<file path="config.mk">
export PLATFORM = sky130hd
export DESIGN_NAME = usb_reg_file
export DESIGN_NICKNAME = d
export VERILOG_FILES = /design/src/rtl/usb_pkg.sv /design/src/rtl/usb_pkt_framer.sv /design/src/rtl/usb_reg_file.sv
export SDC_FILE = /design/constraint.sdc
export NUM_CORES = 1
export LEC_CHECK = 0
export BUFFER_PORTS_ARGS = -buffer_cell sky130_fd_sc_hd__buf_2
export CELL_PAD_IN_SITES_DETAIL_PLACEMENT = 1
export CELL_PAD_IN_SITES_GLOBAL_PLACEMENT = 1
export CORE_ASPECT_RATIO = 0.9
export CORE_UTILIZATION = 40
export DETAILED_ROUTE_END_ITERATION = 10
export GPL_ROUTABILITY_DRIVEN = 0
export HOLD_SLACK_MARGIN = 0.02
export PLACE_DENSITY = 0.82
export SLEW_MARGIN = 20
export SYNTH_ARGS = -nofsm -noshare
export SYNTH_HDL_FRONTEND = slang
export SYNTH_SLANG_ARGS = --single-unit
</file>
<file path="constraint.sdc">
create_clock -name clk -period 8.05 [get_ports clk]
set_clock_uncertainty 0.15 [all_clocks]
set_input_delay 1.2075 -clock clk [delete_from_list [all_inputs] [get_ports clk]]
set_output_delay 1.2075 -clock clk [all_outputs]
set_load 0.1 [all_outputs]
</file>
<file path="src/rtl/usb_pkg.sv">
// Shared definitions for the USB register-file slice: address layout,
// packet limits and the packet framer state encoding.
package usb_pkg;

    localparam int ADDR_W        = 16;
    localparam int BANK_MSB      = 15;
    localparam int BANK_LSB      = 12;
    localparam int MAX_PKT_BYTES = 64;

    typedef enum logic [1:0] {
        S_ADR0,
        S_ADR1,
        S_DATA
    } pkt_state_t;

endpackage

</file>
<file path="src/rtl/usb_pkt_framer.sv">
// Splits the FX2 byte stream into packets: two little-endian address bytes,
// then data bytes at an auto-incrementing address, ended by an idle timeout.
module usb_pkt_framer
    import usb_pkg::*;
#(
    parameter int IDLE_CLKS = 8
) (
    input  logic              clk,
    input  logic              rst,
    input  logic              USB_FWRn,
    input  logic [7:0]        USB_D,
    output logic [7:0]        data_byte,
    output logic [ADDR_W-1:0] byte_adr,
    output logic              data_valid,
    output logic              pkt_start,
    output logic              pkt_end,
    output logic              pkt_active
);

    localparam int CNT_W = $clog2(IDLE_CLKS + 1);

    logic [CNT_W-1:0]  idle_cnt;
    pkt_state_t        state;
    logic [ADDR_W-1:0] adr;
    logic              byte_in;
    logic              timeout;

    // A byte on the would-be timeout cycle keeps the packet alive.
    assign byte_in = ~USB_FWRn;
    assign timeout = USB_FWRn && (idle_cnt == CNT_W'(IDLE_CLKS - 1));

    always_ff @(posedge clk or posedge rst) begin
        if (rst) begin
            idle_cnt <= CNT_W'(IDLE_CLKS);
        end else if (byte_in) begin
            idle_cnt <= '0;
        end else if (idle_cnt != CNT_W'(IDLE_CLKS)) begin
            idle_cnt <= idle_cnt + 1'b1;
        end
    end

    always_ff @(posedge clk or posedge rst) begin
        if (rst) begin
            state      <= S_ADR0;
            adr        <= '0;
            pkt_active <= 1'b0;
        end else if (timeout) begin
            state      <= S_ADR0;
            pkt_active <= 1'b0;
        end else if (byte_in) begin
            case (state)
                S_ADR0: begin
                    adr[7:0]   <= USB_D;
                    pkt_active <= 1'b1;
                    state      <= S_ADR1;
                end
                S_ADR1: begin
                    adr[ADDR_W-1:8] <= USB_D;
                    state           <= S_DATA;
                end
                S_DATA:  adr   <= adr + 1'b1;
                default: state <= S_ADR0;
            endcase
        end
    end

    assign data_byte  = USB_D;
    assign byte_adr   = adr;
    assign data_valid = byte_in && (state == S_DATA);
    assign pkt_start  = byte_in && (state == S_ADR0);
    assign pkt_end    = timeout;

endmodule

</file>
<file path="src/rtl/usb_reg_file.sv">
// USB-writable register file: banked address decode, staged lanes so a
// multi-byte register updates atomically on its top byte, sticky map error.
module usb_reg_file
    import usb_pkg::*;
#(
    parameter int NUM_BANKS     = 2,
    parameter int REGS_PER_BANK = 4,
    parameter int REG_WIDTH     = 16,
    parameter int IDLE_CLKS     = 8
) (
    input  logic                                         clk,
    input  logic                                         rst,
    input  logic                                         USB_FWRn,
    input  logic [7:0]                                   USB_D,
    output logic [NUM_BANKS*REGS_PER_BANK*REG_WIDTH-1:0] regs_out,
    output logic [NUM_BANKS*REGS_PER_BANK-1:0]           reg_wr_pulse,
    output logic                                         pkt_active,
    output logic                                         pkt_err
);

    localparam int NUM_REGS   = NUM_BANKS * REGS_PER_BANK;
    localparam int REG_BYTES  = REG_WIDTH / 8;
    localparam int BANK_BYTES = REGS_PER_BANK * REG_BYTES;
    localparam int TOP_LANE   = REG_BYTES - 1;
    localparam int IDX_W      = (NUM_REGS > 1) ? $clog2(NUM_REGS) : 1;
    localparam int LANE_W     = (REG_BYTES > 1) ? $clog2(REG_BYTES) : 1;

    logic [7:0]           data_byte;
    logic [ADDR_W-1:0]    byte_adr;
    logic                 data_valid;
    logic                 pkt_start;
    logic                 pkt_end;

    int                   bank_n;
    int                   off_n;
    logic                 mapped;
    logic [IDX_W-1:0]     idx;
    logic [LANE_W-1:0]    lane;
    logic                 top_lane;
    logic                 stage_hit;
    logic [REG_WIDTH-1:0] commit_val;

    logic [REG_WIDTH-1:0] regs [NUM_REGS];
    logic [REG_WIDTH-1:0] stage_data;
    logic [IDX_W-1:0]     stage_idx;
    logic [REG_BYTES-1:0] stage_mask;

    usb_pkt_framer #(
        .IDLE_CLKS(IDLE_CLKS)
    ) u_framer (
        .clk       (clk),
        .rst       (rst),
        .USB_FWRn  (USB_FWRn),
        .USB_D     (USB_D),
        .data_byte (data_byte),
        .byte_adr  (byte_adr),
        .data_valid(data_valid),
        .pkt_start (pkt_start),
        .pkt_end   (pkt_end),
        .pkt_active(pkt_active)
    );

    // Lanes not staged for this register keep their current contents on commit.
    always_comb begin
        bank_n     = int'(byte_adr[BANK_MSB:BANK_LSB]);
        off_n      = int'(byte_adr[BANK_LSB-1:0]);
        mapped     = (bank_n < NUM_BANKS) && (off_n < BANK_BYTES);
        idx        = IDX_W'(bank_n * REGS_PER_BANK + off_n / REG_BYTES);
        lane       = LANE_W'(off_n % REG_BYTES);
        top_lane   = (lane == LANE_W'(TOP_LANE));
        stage_hit  = (stage_mask != '0) && (stage_idx == idx);
        commit_val = regs[idx];
        for (int l = 0; l < TOP_LANE; l++) begin
            if (stage_hit && stage_mask[l]) begin
                commit_val[l*8 +: 8] = stage_data[l*8 +: 8];
            end
        end
        commit_val[TOP_LANE*8 +: 8] = data_byte;
    end

    always_ff @(posedge clk or posedge rst) begin
        if (rst) begin
            for (int i = 0; i < NUM_REGS; i++) begin
                regs[i] <= '0;
            end
            reg_wr_pulse <= '0;
            pkt_err      <= 1'b0;
            stage_data   <= '0;
            stage_idx    <= '0;
            stage_mask   <= '0;
        end else begin
            reg_wr_pulse <= '0;
            if (pkt_start) begin
                pkt_err <= 1'b0;
            end
            if (pkt_end) begin
                stage_data <= '0;
                stage_mask <= '0;
            end else if (data_valid) begin
                if (!mapped) begin
                    pkt_err <= 1'b1;
                end else if (top_lane) begin
                    regs[idx]         <= commit_val;
                    reg_wr_pulse[idx] <= 1'b1;
                    stage_mask        <= '0;
                end else begin
                    for (int l = 0; l < REG_BYTES; l++) begin
                        if (LANE_W'(l) == lane) begin
                            stage_data[l*8 +: 8] <= data_byte;
                        end
                    end
                    stage_mask <= (stage_hit ? stage_mask : '0) | (REG_BYTES'(1) << lane);
                    stage_idx  <= idx;
                end
            end
        end
    end

    for (genvar gi = 0; gi < NUM_REGS; gi++) begin : g_out
        assign regs_out[gi*REG_WIDTH +: REG_WIDTH] = regs[gi];
    end

endmodule

</file>
==> impl_metrics.toml <==
[outcome]
status = "finished clean"

[place]
placedCellCount = 1128
io_buffers = 148
dpl.hpwl_um = 16000

[critical_path]
end_kind = "flop"
path_cells = "inv_1 > ha_1 > buf_4 > nor2b_1 > nand4b_1 > or4_1 > mux2_2"
r2r_start = "u_framer.state[0]$_DFFE_PP0P_"
worstSetupPathType = "flop to flop"
cp_top_family = "simple AND/OR/NAND/NOR gates"
worstPathRequired_ns = 8.21
r2r_cells = 7
crit_fanout = 39
startpoint_type = "flop"
reg2reg_to = "regs_out[74]$_DFFE_PP0P_"
path_buf_inv = 2
worst_ep_arrival_time_ns = 3.63
cp_slowest_cell = "or4_1"
max_stage_delay_ns = 0.90
regToRegSetupSlack_ns = 4.58

[timing]
maxSlewHeadroom_pct = 19.1
fin_setup_tns_ns = 0
finalMaxSlewViolations = 0
period_needed_ns = 3.47
final_hold_viol_count = 0
final.period_utilization_pct = 43.1
worst_pin_slew_ns = 1.20
fmax_mhz = 288
setup_viol = 0
rsz0062_at_grt = "no"

[synthesis]
synth_common_cells = "nand2_1 (213), dfrtp_1 (171), o21ai_0 (90)"
syn_nets = 803
yosysMostFrequentCell = "nand2_1"
synth_top_area_share_pct = 54.7
async_flop_share_pct = 100
yosys.area.top_type = "dfrtp_1"
netlist_area_um2 = 7830
yosys_warnings = 0
synthFlopType = "dfrtp_1"
ys_seq_area_share_pct = 55.0
synth_seq_cells = 172
synth_cell_types = 52
yosys-top-cells-area = "dfrtp_1 (55%), nand2_1 (10%), o21ai_0 (5.8%), mux2_2 (4.2%), clkbuf_1 (2.1%)"
synth-edff-count = 0
syn_avg_cell_area_um2 = 9.96
synthCells = 786

[pwr]
power_density_nw_per_um2 = 262
sw_frac_of_total_pct = 36.3
clkPwrFrac_pct = 33.9
intPower_uw = 1540
power_frac_comb_pct = 24.7
total_power_uw = 2420
seqPwrFrac_pct = 41.4
leakage_uw = 0.00463
max-vdd-ir-drop_v = 0.000172
p_sw_uw = 878

[cells_and_area]
multi_input_area_um2 = 3210
layout-drive-gt1-share_pct = 27.0
register_area_um2 = 4310
syn2layout_area_growth_pct = 18.3
antenna_cells = 0
final_cells = 1160
n_fill_cell = 2176
fin_nets = 914

[floorplan]
boundaryPins = 149
die_w_um = 149
die_h_um = 135
core_um2 = 19200
initial_core_util_pct = 40.9
rows = 48
die_area_um2 = 20100

[routing]
dr.first_iter.drc_count = 387
routed-via-count = 6380
postRouteAntennaNets = 0
drc_errors = 0
avgViaCountPerCell = 5.50
routed_wirelength_um = 23600
firstDrtPassIters = 5
wl_per_cell_um = 20.3

[worst_hold_path]
hold_depth = 2
min_from = "regs_out[8]$_DFFE_PP0P_"
hold_path_end = "regs_out[8]$_DFFE_PP0P_"
hold_class = "flop to flop"

[cts]
numClockSinks = 172
cts_hold_buf = 0
path_clk_slew_ns = 0.07
clock_path_buffers = 2
post_cts_buffers = 0
root_buffer = "clkbuf_16"
cts_resized = 0
clkLatencyLatePin_ns = 0.43
cts_buffers = 17
ctsHtreeMaxLevel = 4
cts_tree = "yes"

[global_route]
antenna_found_initial = 0
grt_pass1_wl_um = 37500
grtUsageTotal_pct = 24.7
grt_pass1_vias = 6573
grt-ovfl-total = 0
grt_max_degree = 99

[flow_run]
maxCapViolCount = 0
power by group through the flow:
stage / combinational, uW / clock, uW / sequential, uW
after floorplan: 452 / 0 / 991
after global placement: 572 / 0 / 1010
after detailed placement: 589 / 0 / 1010
after CTS: 595 / 833 / 1000
after global routing: 661 / 866 / 1010
final: 598 / 821 / 1000
registers in the layout (all words and copies together) (netlist names):
register             cells
regs_out               128
u_framer.byte_adr       16
reg_wr_pulse             8
stage_data               8
u_framer.idle_cnt        4
stage_idx                3
u_framer.state           2
pkt_err                  1
stage_mask               1
u_framer.pkt_active      1
worst register-to-register path, delay by kind of cell (launching register included):
kind	cells	cell delay, ns
flip-flops	1	0.42
AND/OR/NAND/NOR	3	1.79
adder cells (fa/ha/maj)	1	0.14
buffers and inverters	2	0.44
multiplexers	1	0.42
cells in the final DEF, fill, tap and decap left out, types with 9 or more instances in the layout:
master	synthesis	layout
nand4_1	11	11
mux2i_1	10	10
nand2_1	213	213
buf_2	12	148
dfrtp_1	171	171
o21ai_0	90	89
nand3_1	21	21
clkbuf_16	0	17
nor2_1	11	10
inv_1	10	9
mux2_2	29	29
nand2b_1	21	21
or3_1	10	10
a21oi_1	22	22
final cells by class:
cell class / count / area share, %
tap: 250 / 3.38
inverter: 10 / 0.459
multi-input combinational: 540 / 34.7
sequential: 172 / 46.5
clock buffer: 18 / 4.64
clock inverter: 14 / 1.68
timing repair buffer: 156 / 8.65
metal layers:
metal / vias to the layer above / track usage (%) / share of wire (%)
met5: - / 0 / 0
met4: 0 / 8.45 / 2.0
met3: 37 / 4.93 / 5.1
met2: 186 / 39.5 / 48
met1: 3241 / 33.4 / 45
li1: 2916 / - / -
worst max path at each step:
stage	startpoint	endpoint	slack, ns	depth (start not counted)
finish	u_framer.state[0]$_DFFE_PP0P_	regs_out[74]$_DFFE_PP0P_	4.58	7
global route	u_framer.state[0]$_DFFE_PP0P_	regs_out[1]$_DFFE_PP0P_	4.29	8
CTS	u_framer.byte_adr[3]$_DFFE_PP0P_	regs_out[115]$_DFFE_PP0P_	4.58	5
detailed placement	USB_FWRn	regs_out[74]$_DFFE_PP0P_	4.27	5
global placement	USB_FWRn	regs_out[72]$_DFFE_PP0P_	4.40	5
floorplan	rst	pkt_err$_DFF_PP0_	2.03	1
metrics by stage:
| step | worst slack [ns] | utilization [%] | hold slack, ns | cell area, um2 |
|---|---|---|---|---|
| finish | 4.58 | 48.3 | 0.318 | 9260 |
| floorplan | 2.03 | - | 0.333 | 7830 |
| global route | 4.29 | 48.3 | 0.339 | 9260 |
| detailed placement | 4.27 | 45.2 | 0.301 | 8650 |
| global placement | 4.40 | 45.2 | 0.298 | 8650 |
| CTS | 4.58 | 48.2 | 0.319 | 9240 |
cell families (layout without fill, tap and decap cells):
logic type | after synthesis | in the layout | synth area share, %
adders and majority gates | 6 | 6 | 0.959
AOI/OAI and AO/OA | 143 | 143 | 10.3
DFF | 172 | 172 | 55.0
buffers and inverters | 74 | 198 | 4.41
muxes | 51 | 51 | 8.33
and+or+nand+nor | 333 | 333 | 20.1
xor gates and xnor gates | 7 | 7 | 0.959
No activity file was read; power rests on OpenSTA's default activity.
